## src/rtl/display_frame_sequencer_pkg.sv

```systemverilog
// Shared display constants: frame/brightness widths, FSM encoding and digit field layout.
package display_frame_sequencer_pkg;
    localparam int FRAME_W   = 96;
    localparam int BRIGHT_W  = 8;
    localparam int DIGIT_W   = 24;
    localparam int RED_OFS   = 16;
    localparam int GRN_OFS   = 8;
    localparam int ANODE_OFS = 0;

    typedef enum logic [3:0] {
        ST_IDLE   = 4'b0001,
        ST_SHIFT  = 4'b0010,
        ST_STROBE = 4'b0100,
        ST_GAP    = 4'b1000
    } state_t;

    // Digit 1 sits at the bottom of the frame, digit 4 at [95:72].
    function automatic int digit_base(input int digit);
        return (digit - 1) * DIGIT_W;
    endfunction
endpackage

```

## src/rtl/display_frame_sequencer_serial_bit_timer.sv

```systemverilog
// Half-period timer: counts CLK_DIV cycles per phase and flips the serial clock phase.
module serial_bit_timer #(
    parameter int CLK_DIV = 4
) (
    input  logic clk,
    input  logic rst_n,
    input  logic run,
    output logic tick,
    output logic phase_hi
);
    localparam logic [7:0] LAST = 8'(CLK_DIV - 1);

    logic [7:0] phase_cnt;

    assign tick = run && (phase_cnt == LAST);

    // Holding the counter cleared while idle makes every job start on a fresh low phase.
    always_ff @(posedge clk) begin
        if (!rst_n || !run) begin
            phase_cnt <= '0;
            phase_hi  <= 1'b0;
        end else if (tick) begin
            phase_cnt <= '0;
            phase_hi  <= !phase_hi;
        end else begin
            phase_cnt <= phase_cnt + 8'd1;
        end
    end
endmodule

```

## src/rtl/display_frame_sequencer.sv

```systemverilog
// Serialises 96-bit display frames and 8-bit brightness words MSB first, then strobes latch or pwm.
module display_frame_sequencer
    import display_frame_sequencer_pkg::*;
#(
    parameter int CLK_DIV = 4
) (
    input  logic               clk,
    input  logic               rst_n,
    input  logic               frame_valid,
    output logic               frame_ready,
    input  logic [FRAME_W-1:0] frame_data,
    input  logic               bright_valid,
    output logic               bright_ready,
    input  logic [BRIGHT_W-1:0] bright_data,
    output logic               ser_clk,
    output logic               ser_data,
    output logic               ser_latch,
    output logic               ser_pwm,
    output logic               busy
);
    state_t             state, state_next;
    logic [FRAME_W-1:0] shreg;
    logic [6:0]         bit_cnt;
    logic               job_frame;
    logic               pick_frame;
    logic               grant_frame;
    logic               take;
    logic               tick;
    logic               phase_hi;
    logic               bit_done;

    serial_bit_timer #(.CLK_DIV(CLK_DIV)) u_timer (
        .clk      (clk),
        .rst_n    (rst_n),
        .run      (state != ST_IDLE),
        .tick     (tick),
        .phase_hi (phase_hi)
    );

    // On a tie, the side not served last wins; pick_frame remembers that.
    assign grant_frame = frame_valid && (pick_frame || !bright_valid);
    assign take        = frame_ready || bright_ready;
    assign bit_done    = (state == ST_SHIFT) && tick && phase_hi;

    always_ff @(posedge clk) begin
        if (!rst_n) state <= ST_IDLE;
        else        state <= state_next;
    end

    always_comb begin
        state_next = state;
        case (state)
            ST_IDLE:   if (take) state_next = ST_SHIFT;
            ST_SHIFT:  if (bit_done && bit_cnt == 7'd1) state_next = ST_STROBE;
            ST_STROBE: if (tick) state_next = ST_GAP;
            ST_GAP:    if (tick) state_next = ST_IDLE;
            default:   state_next = ST_IDLE;
        endcase
    end

    always_comb begin
        busy         = (state != ST_IDLE);
        frame_ready  = rst_n && (state == ST_IDLE) && grant_frame;
        bright_ready = rst_n && (state == ST_IDLE) && bright_valid && !grant_frame;
        ser_clk      = (state == ST_SHIFT) && phase_hi;
        ser_data     = (state == ST_SHIFT) && shreg[FRAME_W-1];
        ser_latch    = (state == ST_STROBE) && job_frame;
        ser_pwm      = (state == ST_STROBE) && !job_frame;
    end

    // Brightness is left-aligned so both job types shift out of the same MSB.
    always_ff @(posedge clk) begin
        if (!rst_n) begin
            shreg      <= '0;
            bit_cnt    <= '0;
            job_frame  <= 1'b0;
            pick_frame <= 1'b1;
        end else if (take) begin
            job_frame  <= frame_ready;
            pick_frame <= !frame_ready;
            if (frame_ready) begin
                shreg   <= frame_data;
                bit_cnt <= 7'(FRAME_W);
            end else begin
                shreg   <= {bright_data, {(FRAME_W-BRIGHT_W){1'b0}}};
                bit_cnt <= 7'(BRIGHT_W);
            end
        end else if (bit_done) begin
            shreg   <= {shreg[FRAME_W-2:0], 1'b0};
            bit_cnt <= bit_cnt - 7'd1;
        end
    end
endmodule

```

## config.mk

```make
export PLATFORM = sky130hd
export DESIGN_NAME = display_frame_sequencer
export DESIGN_NICKNAME = d
export VERILOG_FILES = /design/src/rtl/display_frame_sequencer_pkg.sv /design/src/rtl/display_frame_sequencer_serial_bit_timer.sv /design/src/rtl/display_frame_sequencer.sv
export SDC_FILE = /design/constraint.sdc
export NUM_CORES = 1
export LEC_CHECK = 0
export BUFFER_PORTS_ARGS = -buffer_cell sky130_fd_sc_hd__buf_2
export CAP_MARGIN = 20
export CORE_ASPECT_RATIO = 1.25
export CORE_MARGIN = 1.5
export CORE_UTILIZATION = 40
export CTS_CLUSTER_DIAMETER = 30
export CTS_CLUSTER_SIZE = 28
export DETAILED_ROUTE_END_ITERATION = 7
export GPL_ROUTABILITY_DRIVEN = 0
export SETUP_SLACK_MARGIN = 0.1
export SLEW_MARGIN = 15
export SYNTH_ARGS = -nofsm -noshare
export SYNTH_HDL_FRONTEND = slang
export SYNTH_SLANG_ARGS = --single-unit
```

## constraint.sdc

```tcl
create_clock -name clk -period 5.3 [get_ports clk]
set_clock_uncertainty 0.1 [all_clocks]
set_input_delay 0.53 -clock clk [delete_from_list [all_inputs] [get_ports clk]]
set_output_delay 0.53 -clock clk [all_outputs]
set_load 0.01 [all_outputs]
```

## Word-level counts from Yosys, hierarchy flattened

Cells that the tools add are included.

| cells by class | value |
|---|---|
| add/sub/neg operators | 2 |
| muxes and demuxes | 11 |
| reduce and logical (&&, ||, !) cells | 26 |
| equal/unequal tests | 11 |

Operators with widths:

| operator | number |
|---|---|
| $mux W96 | 3 |
| $mux W7 | 3 |
| $mux W4 | 4 |
| $pmux W4 S4 | 1 |
| $logic_and A1 B1 Y1 | 13 |
| $add A8 B1 Y8 const B | 1 |
| $eq A8 B2 Y1 const B | 1 |
| $ne A2 B2 Y1 const B | 4 |
| $eq A7 B1 Y1 const B | 1 |
| $logic_not A1 Y1 | 7 |
| $sub A7 B1 Y7 const B | 1 |
| $eq A4 B1 Y1 const B | 1 |
| $eq A4 B2 Y1 const B | 1 |
| $eq A4 B3 Y1 const B | 1 |
| $eq A4 B4 Y1 const B | 1 |
| $ne A4 B1 Y1 const B | 1 |
| $reduce_and A4 Y1 | 1 |
| $logic_or A1 B1 Y1 | 3 |
| $reduce_bool A2 Y1 | 1 |
| $reduce_or A2 Y1 | 1 |

| storage, ports and cells | value |
|---|---|
| output and inout bits | 7 |
| flip-flop bits (word level) | 118 |
| bits of input ports | 108 |
| logic and storage cells | 57 |

## Depth between registers and ports, before layout

Gate-level depths: netlist (run 1).

| depth | value |
|---|---|
| depth after elaboration | 8 |
| mapped depth | 8 |
| depth with buffers taken out | 6 |

## Hierarchy

From an unflattened synthesis (run 1), not the netlist that was laid out.

| unflattened totals | value |
|---|---|
| cells, all modules | 683 |
| area total of the unflattened synthesis | 5,291.3 sq um |

Modules (own cells, without submodules):

| module | area an instance (sq um) | cells each | times used | seq. area each (sq um) |
|---|---|---|---|---|
| display_frame_sequencer | 4,914.7 | 641 | 1 | 2,182.1 |
| serial_bit_timer | 376.6 | 42 | 1 | 180.2 |

## Least setup slack after synthesis (run 1)

No wires, ideal clock.

| path | value |
|---|---|
| path type | register to output |
| from | reg state[3] |
| to | out frame_ready |
| required time | 4,670 ps |
| buffers on the path | 2 |
| setup slack | 3,179 ps |
| cell stages (with the launch flop) | 7 |
| arrival time | 1,491 ps |
| cell sequence | dfxtp_1 buf_2 nor4b_4 inv_2 or3_4 clkinv_4 buf_6 |

| between the ends | value |
|---|---|
| longest elaborated chain between the ends | 3 |

RTL lines:

| item | RTL line | source |
|---|---|---|
| start: declaration | display_frame_sequencer.sv:21 | `state_t state, state_next;` |
| start signal: assignment | display_frame_sequencer.sv:47 | `else state <= state_next;` |
| $eq A4 B1 Y1 | display_frame_sequencer.sv:63 | `frame_ready = rst_n && (state == ST_IDLE) && grant_frame;` |
| $logic_and A1 B1 Y1 (2 in series) | display_frame_sequencer.sv:63 |  |
| end: declaration | display_frame_sequencer.sv:10 | `output logic frame_ready,` |

Every way passes these cells.

## Worst setup path in the final report (run 1)

Ends and elaborated chain as after synthesis.

==> results of run 1 <==
-- cells in the mapped netlist (all sizes together), types with 2 or more instances --
master,number,area [µm²]
dfxtp,118,2360
nor3,92,460
a211oi,89,1100
a22oi,87,653
clkbuf,38,143
buf,32,224
nor2,18,67.6
a21oi,12,60.1
and3,11,68.8
nand2,11,41.3
o21a,10,75.1
o32ai,10,87.6
inv,9,33.8
a221oi,8,70.1
nand3,7,35.0
and2,6,37.5
o21ai,6,30.0
or3,5,36.3
xnor2,5,43.8
xor2,5,43.8
nand4,4,25.0
nor4b,4,62.6
ha,3,37.5
a31oi,2,12.5
clkinv,2,12.5
nor4,2,12.5
o211ai,2,15.0
-- metrics by stage --
step	area, µm²	total power, mW	worst slack, ps	utilization, %
after floorplan	5970	1.84	3180	-
after global placement	6450	1.97	2100	44.6
after detailed placement	6450	2.00	1950	44.6
after CTS	7010	3.08	1500	48.5
after global routing	7020	3.22	1360	48.5
final	7020	3.05	1480	48.5
-- layout make-up --
type                            instances  area [µm²]  share of cell area, %
Multi-Input combinational cell        413        3220                   45.9
Sequential cell                       118        2360                   33.7
Timing Repair Buffer                  118         601                   8.56
Clock buffer                           29         551                   7.84
Tap cell                              178         223                   3.17
Inverter                               11        48.8                  0.695
Clock inverter                          2        10.0                  0.143
Antenna cell                            2        5.00                 0.0713
-- registers in the layout, summed over array words and instances (netlist names) --
register / count
shreg: 96
pick_frame: 1
bit_cnt: 7
u_timer.phase_cnt: 8
u_timer.phase_hi: 1
job_frame: 1
state: 4
-- critical path, delay by kind of cell, from the launching register on --
kind / cells / cell delay [ps]
and+or+nand+nor: 2 / 1310
buffers and inverters: 3 / 960
DFF: 1 / 410
-- path summary, 6_finish.rpt --
kind | from | to | slack (ps)
worst max-delay path | state[3] | frame_ready | 1480
worst min-delay path | frame_data[0] | shreg[0] | 240
worst max register to register | state[3] | shreg[26] | 2090
worst min register to register | u_timer.phase_cnt[0] | u_timer.phase_cnt[0] | 360
-- power breakdown --
| group | total [mW] | internal, mW | switching (mW) | leakage [nW] |
|---|---|---|---|---|
| Clock | 1.07 | 0.693 | 0.377 | 0.280 |
| Combinational | 0.858 | 0.351 | 0.507 | 1.19 |
| Sequential | 1.12 | 1.04 | 0.0848 | 0.967 |
| Total | 3.05 | 2.08 | 0.969 | 2.44 |
-- cells in the final DEF, fill, tap and decap left out, types with 2 or more instances in the layout --
cell / count
nor3_1: 92
a31oi_1: 2
clkbuf_8: 8
xnor2_1: 5
diode_2: 2
nand2_1: 9
dfxtp_1: 118
nor4_1: 2
or3_1: 4
nor4b_2: 2
nand2_4: 2
buf_2: 114
clkinv_2: 2
o21ai_0: 6
xor2_1: 5
clkbuf_16: 17
o32ai_1: 10
nand3_1: 7
o211ai_1: 2
a221oi_1: 8
and2_1: 5
buf_4: 4
a211oi_1: 2
a211oi_2: 87
ha_1: 3
and3_1: 11
inv_1: 7
a22oi_1: 87
nand4_1: 4
a21oi_1: 12
nor2_1: 18
o21a_1: 10
clkbuf_1: 4
-- logic make-up (layout without fill, tap and decap cells) --
logic type                 after synthesis  count (layout)  synth area share [%]
buffers and inverters                   81             160                  6.91
DFF                                    118             118                  39.5
AOI/OAI and AO/OA                      235             235                  36.6
xor gates and xnor gates                10              10                  1.47
and+or+nand+nor                        165             165                  14.8
other                                    0               2                     0
adders and majority gates                3               3                 0.628
-- routing by layer --
layer  vias to the layer above  wire length, µm
met4                         2              276
met1                      2503             6640
met5                         -               13
met2                       145             7400
met3                        27              757
li1                       2526                -
==> summary.md, run 1 <==
| Metric | Value |
|---|---|
| Largest net degree at the start of global routing | ~110 |
| Post-synthesis cell type count | 49 |
| Via density | 5.97 |
| GRT overflow | 0 |
| CTS tree | built |
| Reg2Reg Depth | 6 |
| Die H | approximately 140 µm |
| WL final | 15.1 mm |
| Clock-pin slew on the worst setup and hold paths | about 50 ps |
| Max-cap violations | 0 |
| Initial antenna violation count | 2 |
| Ys Warns | 0 |
| Hold path cells | 3 |
| Worst hold margin | approximately 240 ps |
| # port buffers | about 110 |
| Remaining antenna violation count | 0 |
| Worst skew pair latency | ~410 ps |
| Synth Cell Area | 5970 µm² |
| Startpoint types | flip-flop |
| Worst-Margin Slew | 1130 ps |
| First drt pass iteration count | 8 |
| All-Layer GR Usage | between 10% and 20% |
| Hold Fails Final Rpt | 0 |
| DP HPWL | 9.11 mm |
| Final setup fails | 0 |
| Fin cells | between 800 and 900 |
| Num rows | ~50 |
| Power per cell area | between 400 and 500 nW/µm² |
| Grt peak-use layer | met2 |
| # hold bufs at CTS | 0 |
| Critical Path Max Stage Delay | roughly 850 ps |
| Synth Flop Type | dfxtp_1 |
| Register bit total from synthesis | roughly 120 |
| EDFF count, synth | 0 |
| Peak supply drop | 0.152 mV |
| Status | finished, final reports clean |
| Filler Cells Inserted | roughly 1400 |
| M3 GR Usage | 6.10% |
| RSZ-0062 raised after global routing | false |
| CP Data Required Time | 4670 ps |
| Clock tree buffer depth | 2 |
| Syn Inst Count | approximately 610 |
| Fin crit period | 3820 ps |
| Starting Density | 41.3% |
| Total number of vias | around 5200 |
| First-pass GRT wire length | between 20 and 25 mm |
| Setup TNS | 0 ps |
| Critical path type | flip-flop to output pin |
| Layout cells sized above 1 | 35.6% |
| Die area | about 16000 µm² |
| Slew HR | 25.0% |
| Count of pins over their slew limit | 0 |
| Die W | 112 µm |
| Mapped Nets | slightly above 700 |
| Syn-to-layout area delta | 17.5% |
| CP cell instances | nor4b_4, inv_2, or3_4, clkinv_4, buf_2 |
| # resized after CTS | 0 |
| DR WL/cell | roughly 17 µm |
| Sequential share of the synthesized area | 39.5% |
| Clock sink count | roughly 120 |
| Residual DRC | 0 |
| Synth Area per Inst | 9.76 µm² |
| Final #Nets | 790 |
| LEAKAGE | 2.44 nW |
| Clock Tree Root | clkbuf_16 |
| H-tree depth | 4 |
| I/O Pins | 115 |
| CTS buffer count | 17 |
| CORE AREA | approximately 14000 µm² |
| Worst Hold Class | input port to flip-flop |
| DP Cell Count | between 800 and 900 |
| Crit path DAT | 3190 ps |
| Worst Setup End Kind | output pin |
| Async S/R FF share, synth | 0% |
| Crit-path slowest cell | nor4b_4 |
| Number of global-route vias before repair | between 5000 and 6000 |
| 1st-iter DRT viols | 360 |
| Met2 Track Usage GR | a little under a third |
| Setup bufs post-CTS | 0 |
| Met1 Use GR | between 20% and 30% |
| Critical path fanouts, max | 90 |
| Period utilization | between 70 and 80% |
| Peak Freq | between 0.2 and 0.3 GHz |
Note: power is estimated with default switching activity, not from simulation.
==> run 2: changes to the inputs <==
--- a/config.mk
+++ b/config.mk
@@ -5,6 +5,7 @@
 export SDC_FILE = /design/constraint.sdc
 export NUM_CORES = 1
 export LEC_CHECK = 0
+export ABC_AREA = 1
 export BUFFER_PORTS_ARGS = -buffer_cell sky130_fd_sc_hd__buf_2
 export CAP_MARGIN = 20
 export CORE_ASPECT_RATIO = 1.25
==> constraint.sdc (replaced) <==
create_clock -name clk -period 4 [get_ports clk]
set_clock_uncertainty 0.1 [all_clocks]
set_input_delay 0.4 -clock clk [delete_from_list [all_inputs] [get_ports clk]]
set_output_delay 0.4 -clock clk [all_outputs]
set_load 0.01 [all_outputs]
==> summary.md, run 2 <==
| Metric | Value |
|---|---|
| Starting Density | between 40% and 50% |
| Mapped Nets | between 800 and 900 |
| Top post-synthesis cells by area | dfxtp_1 (43%), a21oi_1 (10%), o21ai_0 (8.9%), nand2_1 (7.9%), a21boi_1 (7.2%) |
| M3 GR Usage | between 4 and 5% |
| Commonest non-fill, non-tap cell in the layout | dfxtp_1 |
| Synth Flop Type | dfxtp_1 |
| # port buffers | 114 |
| Crit-path slowest cell | buf_4 |
| Final setup fails | 0 |
| DP Cell Count | around 950 |
| Total number of vias | 5042 |
| Synth Cell Area | about 5500 µm² |
| LEAKAGE | around 2.8 nW |
| Grt peak-use layer | met2 |
| Fin crit period | 2620 ps |
| Slew HR | a little over a third |
| Startpoint types | flip-flop |
| Most flops, register | shreg |
| Largest register FFs | 96 |
| # hold bufs at CTS | 0 |
| Ys Warns | 0 |
| First drt pass iteration count | 5 |
| Critical Path Max Stage Delay | around 480 ps |
| Number of global-route vias before repair | between 4000 and 5000 |
| RR Startpoint | u_timer.phase_cnt[0] |
| Fin cells | 981 |
| Area fraction of the dominant cell type after synthesis | 42.8% |
| R2R setup slack | roughly 1400 ps |
| Setup bufs post-CTS | 0 |
| Syn Inst Count | roughly 700 |
| EDFF count, synth | 0 |
| Residual DRC | 0 |
| Hold Fails Final Rpt | 0 |
| Worst Setup End Kind | flip-flop |
| CTS buffer count | 17 |
| Worst path depth | 10 |
| 1st-iter DRT viols | 316 |
| Worst skew pair latency | 420 ps |
| Synth Area in Compound Gates | about a third |
| R2r endpoint | shreg[93] |
| Clock-pin slew on the worst setup and hold paths | 50 ps |
| H-tree depth | 4 |
| WL final | between 10 and 15 mm |
| Power per cell area | between 600 and 700 nW/µm² |
| Max-cap violations | 0 |
| RSZ-0062 raised after global routing | false |
| CTS tree | built |
| Most used cell, CP | nand2_4 |
| Crit path DAT | ~2900 ps |
| All-Layer GR Usage | between 10% and 20% |
| DR WL/cell | 13.1 µm |
| Final #Nets | ~910 |
| Die H | approximately 130 µm |
| Worst hold margin | around 210 ps |
| Largest family of logic cells by synthesized area | compound AO/OA/AOI/OAI gates |
| Clock sink count | between 100 and 150 |
| Mux contribution to synthesized area | 0% |
| Met2 Track Usage GR | 29.6% |
| Critical path fanouts, max | 61 |
| Clock tree buffer depth | 2 |
| Critical path type | flip-flop to flip-flop |
| Syn-to-layout area delta | 21.8% |
| Period utilization | between 60% and 70% |
| Via density | 5.14 |
| Peak supply drop | 0.275 mV |
| Setup crit end | shreg[93] |
| Clock Tree Root | clkbuf_16 |
| Top cells by count, synth | dfxtp_1 (118), nand2_1 (117), a21oi_1 (111) |
| Worst-Margin Slew | between 900 and 1000 ps |
| Register bit total from synthesis | around 120 |
| Largest area contributor in the netlist | dfxtp_1 |
| Cell family with most CP delay | simple AND/OR/NAND/NOR gates |
| I/O Pins | 115 |
| Remaining antenna violation count | 0 |
| Status | finished, final reports clean |
| Post-synthesis cell type count | 36 |
| Place WS | 1320 ps |
| CORE AREA | about 13000 µm² |
| Synth Area per Inst | roughly 7.7 µm² |
| Num rows | 47 |
| Initial antenna violation count | 0 |
| Simple-gate share of the synthesized area | between 15 and 20% |
| Most frequent cells in the layout | dfxtp_1 (118), nand2_1 (117), buf_2 (114), a21oi_1 (111), o21ai_0 (98) |
| Peak Freq | approximately 0.38 GHz |
| Met1 Use GR | 23.5% |
| Adder-Cell Fraction of Synth Area | less than 1% |
| Post-Synth XOR/XNOR Area | less than 1% |
| Largest net degree at the start of global routing | between 100 and 150 |
| Sequential share of the synthesized area | between 40% and 50% |
| # resized after CTS | 0 |
| Worst setup margin | between 1000 and 1500 ps |
| Tot Pwr | 4.63 mW |
| CP cell instances | ha_1, nand3_1, nor2_2, nand2_2, inv_2, nand2_4, nand2_4, buf_4, o21ai_0, a21oi_1 |
| Worst Hold Class | input port to flip-flop |
| CP Data Required Time | about 4200 ps |
| Async S/R FF share, synth | 0% |
| Reg2Reg Depth | 10 |
| Crit. Startpoint | u_timer.phase_cnt[0] |
| DP HPWL | just over 8 mm |
| First-pass GRT wire length | 21.5 mm |
| Buf/Inv on CP | 2 |
| Biggest regs | shreg (96), u_timer.phase_cnt (8), bit_cnt (7) |
| Setup TNS | 0 ps |
| Antenna fix cells | 0 |
| Count of pins over their slew limit | 0 |
| Layout cells sized above 1 | roughly a fifth |
| Top-count cell post-synth | dfxtp_1 |
| Die W | 108 µm |
| Die area | ~15000 µm² |
| GRT overflow | 0 |
[run 2: cell count changes in the layout (fill, tap and decap cells not counted), moves of 34 or more]
cell / before / now
a211oi_2: 87 / 0
a21boi_0: 0 / 34
a21boi_1: 0 / 53
a21oi_1: 12 / 111
a22oi_1: 87 / 0
nand2_1: 9 / 117
nor3_1: 92 / 4
o21ai_0: 6 / 98
[run 2: worst min path at each step]
stage / startpoint / to / slack (ps) / cells past startpoint
2_1_floorplan: u_timer.phase_cnt[0] / u_timer.phase_cnt[0] / 320 / 1
3_3_place_gp: u_timer.phase_cnt[0] / u_timer.phase_cnt[0] / 330 / 1
3_5_place_dp: u_timer.phase_cnt[0] / u_timer.phase_cnt[0] / 350 / 1
4_1_cts: frame_data[0] / shreg[0] / 180 / 3
5_1_grt: frame_data[0] / shreg[0] / 200 / 3
6_report: frame_data[0] / shreg[0] / 210 / 3
[run 2: worst min-delay path, stage by stage]
cell     delay [ps]
buf_2           110
nand2_1          90
a21oi_1          70
[run 2: per-layer routing]
metal / share of wire, % / wire length (µm)
met1: 49 / 6260
met2: 46 / 5880
met3: 4.3 / 549
met4: 1.5 / 195
met5: 0 / 0
[run 2: stage by stage]
stage	instance area (µm²)	util, %
3_3_place_gp	6040	45.3
2_1_floorplan	5530	-
3_5_place_dp	6040	45.3
4_1_cts	6730	50.4
6_report	6730	50.4
5_1_grt	6730	50.4
[run 2: area by class of cell]
type                    count  area (µm²)
fillers                  1290        6620
multi-input cells         516        2750
flip-flops and latches    118        2360
repair buffers            120         628
clock buffers              23         468
clock inverters             9         220
well taps                 171         214
inverters                  24        90.1
[run 2: cell families (layout without fill, tap and decap cells)]
family,count (synthesis),after routing
compound gates,317,317
xor+xnor,2,2
fa+ha+maj,3,3
buf+inv,79,176
flops,118,118
simple gates,194,194
[run 2: report_power, final]
| group | total [mW] | switching [mW] | internal (mW) |
|---|---|---|---|
| clock | 1.79 | 0.526 | 1.26 |
| sequential | 1.64 | 0.148 | 1.49 |
| combinational | 1.21 | 0.767 | 0.441 |
| total | 4.63 | 1.44 | 3.19 |
==> run 3: changes to the inputs <==
==> constraint.sdc (replaced) <==
create_clock -name clk -period 2.7 [get_ports clk]
set_clock_uncertainty 0.1 [all_clocks]
set_input_delay 0.27 -clock clk [delete_from_list [all_inputs] [get_ports clk]]
set_output_delay 0.27 -clock clk [all_outputs]
set_load 0.01 [all_outputs]
==> summary.md, run 3 (synthesis gave the netlist of run 2 again) <==
| Metric | Value |
|---|---|
| First-pass GRT wire length | around 21 mm |
| Hold path start | frame_data[0] |
| Biggest regs | shreg (96), u_timer.phase_cnt (8), bit_cnt (7) |
| Crit path DAT | around 2500 ps |
| # port buffers | approximately 110 |
| DR WL/cell | about 13 µm |
| Most frequent cells in the layout | dfxtp_1 (118), nand2_1 (117), buf_2 (114), a21oi_1 (111), o21ai_0 (98) |
| Die H | about 130 µm |
| Largest register FFs | 96 |
| GRT overflow | 0 |
| All-Layer GR Usage | a little under a fifth |
| Layout cells sized above 1 | a little over a fifth |
| Filler Cells Inserted | around 1300 |
| Fin crit period | 2250 ps |
| CTS buffer count | 17 |
| Remaining antenna violation count | 0 |
| Starting Density | a little over 40% |
| Clock sink count | 118 |
| First drt pass iteration count | 5 |
| Max-cap violations | 0 |
| Clock Tree Root | clkbuf_16 |
| RSZ-0062 raised after global routing | false |
| Most flops, register | shreg |
| Worst skew pair latency | between 400 and 500 ps |
| Peak supply drop | around 0.38 mV |
| R2R setup slack | 450 ps |
| CP Data Required Time | ~2900 ps |
| Clock-pin slew on the worst setup and hold paths | 50 ps |
| Critical path type | flip-flop to flip-flop |
| Syn-to-layout area delta | 20.2% |
| LEAKAGE | 2.78 nW |
| Number of global-route vias before repair | between 4000 and 5000 |
| Startpoint types | flip-flop |
| WL final | around 13 mm |
| Final #Nets | slightly above 900 |
| Hold Fails Final Rpt | 0 |
| Status | finished, final reports clean |
| Initial antenna violation count | 1 |
| Die W | 108 µm |
| CTS tree | built |
| Clock tree buffer depth | 2 |
| Power per cell area | around 960 nW/µm² |
| I/O Pins | 115 |
| Residual DRC | 0 |
| H-tree depth | 4 |
| Sink of the worst hold path | shreg[0] |
| Peak Freq | approximately 0.44 GHz |
| Num rows | 47 |
| Worst Setup End Kind | flip-flop |
| # resized after CTS | 0 |
| Hold path cells | 3 |
| Worst-Margin Slew | a little over 900 ps |
| # hold bufs at CTS | 0 |
| Commonest non-fill, non-tap cell in the layout | dfxtp_1 |
| Antenna fix cells | 0 |
| Seq. cell area | 2360 µm² |
| R2r endpoint | shreg[73] |
| DP HPWL | roughly 8.4 mm |
| Largest net degree at the start of global routing | about 130 |
| Crit. Startpoint | u_timer.phase_cnt[0] |
| Tot Pwr | ~6.4 mW |
| RR Startpoint | u_timer.phase_cnt[0] |
| Count of pins over their slew limit | 0 |
| Post-layout util | ~50% |
| Setup bufs post-CTS | 0 |
| CORE AREA | about 13000 µm² |
| Reg2Reg Depth | 10 |
| 1st-iter DRT viols | around 280 |
| Setup TNS | 0 ps |
| Via density | around 5.1 |
| Total number of vias | ~5000 |
| Period utilization | between 80% and 90% |
| Final setup fails | 0 |
| Area of the multi-input gates | approximately 2700 µm² |
| Die area | roughly 15000 µm² |
| Slew HR | between 30% and 40% |
| Critical path fanouts, max | roughly 130 |
| Worst Hold Class | input port to flip-flop |
## run 3: cell types whose count changed in the layout (fill, tap and decap cells not counted), sizes merged
cell,delta
buf,+3
clkinv,+6
clkbuf,-1
bufinv,-6
clkinvlp,+1
## run 3: per-stage QoR
step / cells / area (µm²) / hold WS (ps) / setup WS (ps)
finish: 984 / 6640 / 47.7 / 451
detailed placement: 952 / 6080 / 357 / 485
CTS: 984 / 6640 / 30.5 / 480
floorplan: 713 / 5530 / 318 / 1010
global placement: 952 / 6080 / 332 / 585
global route: 984 / 6640 / 39.8 / 193
## run 3: routing by layer
| metal | track usage, % | up-vias | share of wire [%] | wire length, µm |
|---|---|---|---|---|
| li1 | - | 2630 | - | - |
| met1 | 23.2 | 2303 | 48 | 6200 |
| met2 | 29.1 | 118 | 46 | 5930 |
| met3 | 4.42 | 12 | 4.8 | 620 |
| met4 | 7.09 | 2 | 0.94 | 121 |
| met5 | 0 | - | 0.12 | 16 |
## run 3: worst max path at each step
| stage | end | slack, ps | cells after the start |
|---|---|---|---|
| floorplan | shreg[10] | 1010 | 10 |
| global placement | shreg[69] | 580 | 10 |
| detailed placement | shreg[25] | 480 | 10 |
| CTS | shreg[73] | 480 | 10 |
| global route | shreg[73] | 190 | 10 |
| finish | shreg[73] | 450 | 10 |
## run 3: critical path, stage by stage (launching register included)
cell and delay (ps):
dfxtp_1 350, ha_1 210, nand3_1 110, nor2_2 180
nand2_2 100, inv_2 100, nand2_4 120, nand2_4 120
buf_12 380, o21ai_0 160, a21oi_1 210
## run 3: where the power goes
| group | switching, mW | internal, mW |
|---|---|---|
| Combinational | 1.14 | 0.680 |
| Clock | 0.775 | 1.35 |
| Sequential | 0.223 | 2.21 |
| Total | 2.14 | 4.23 |
## run 3: cell type report
| class | count | share of cell area (%) |
|---|---|---|
| multi-input cells | 516 | 41.4 |
| inverters | 24 | 1.36 |
| flip-flops and latches | 118 | 35.6 |
| repair buffers | 123 | 9.99 |
| clock inverters | 10 | 1.17 |
| well taps | 171 | 3.22 |
| clock buffers | 22 | 7.29 |
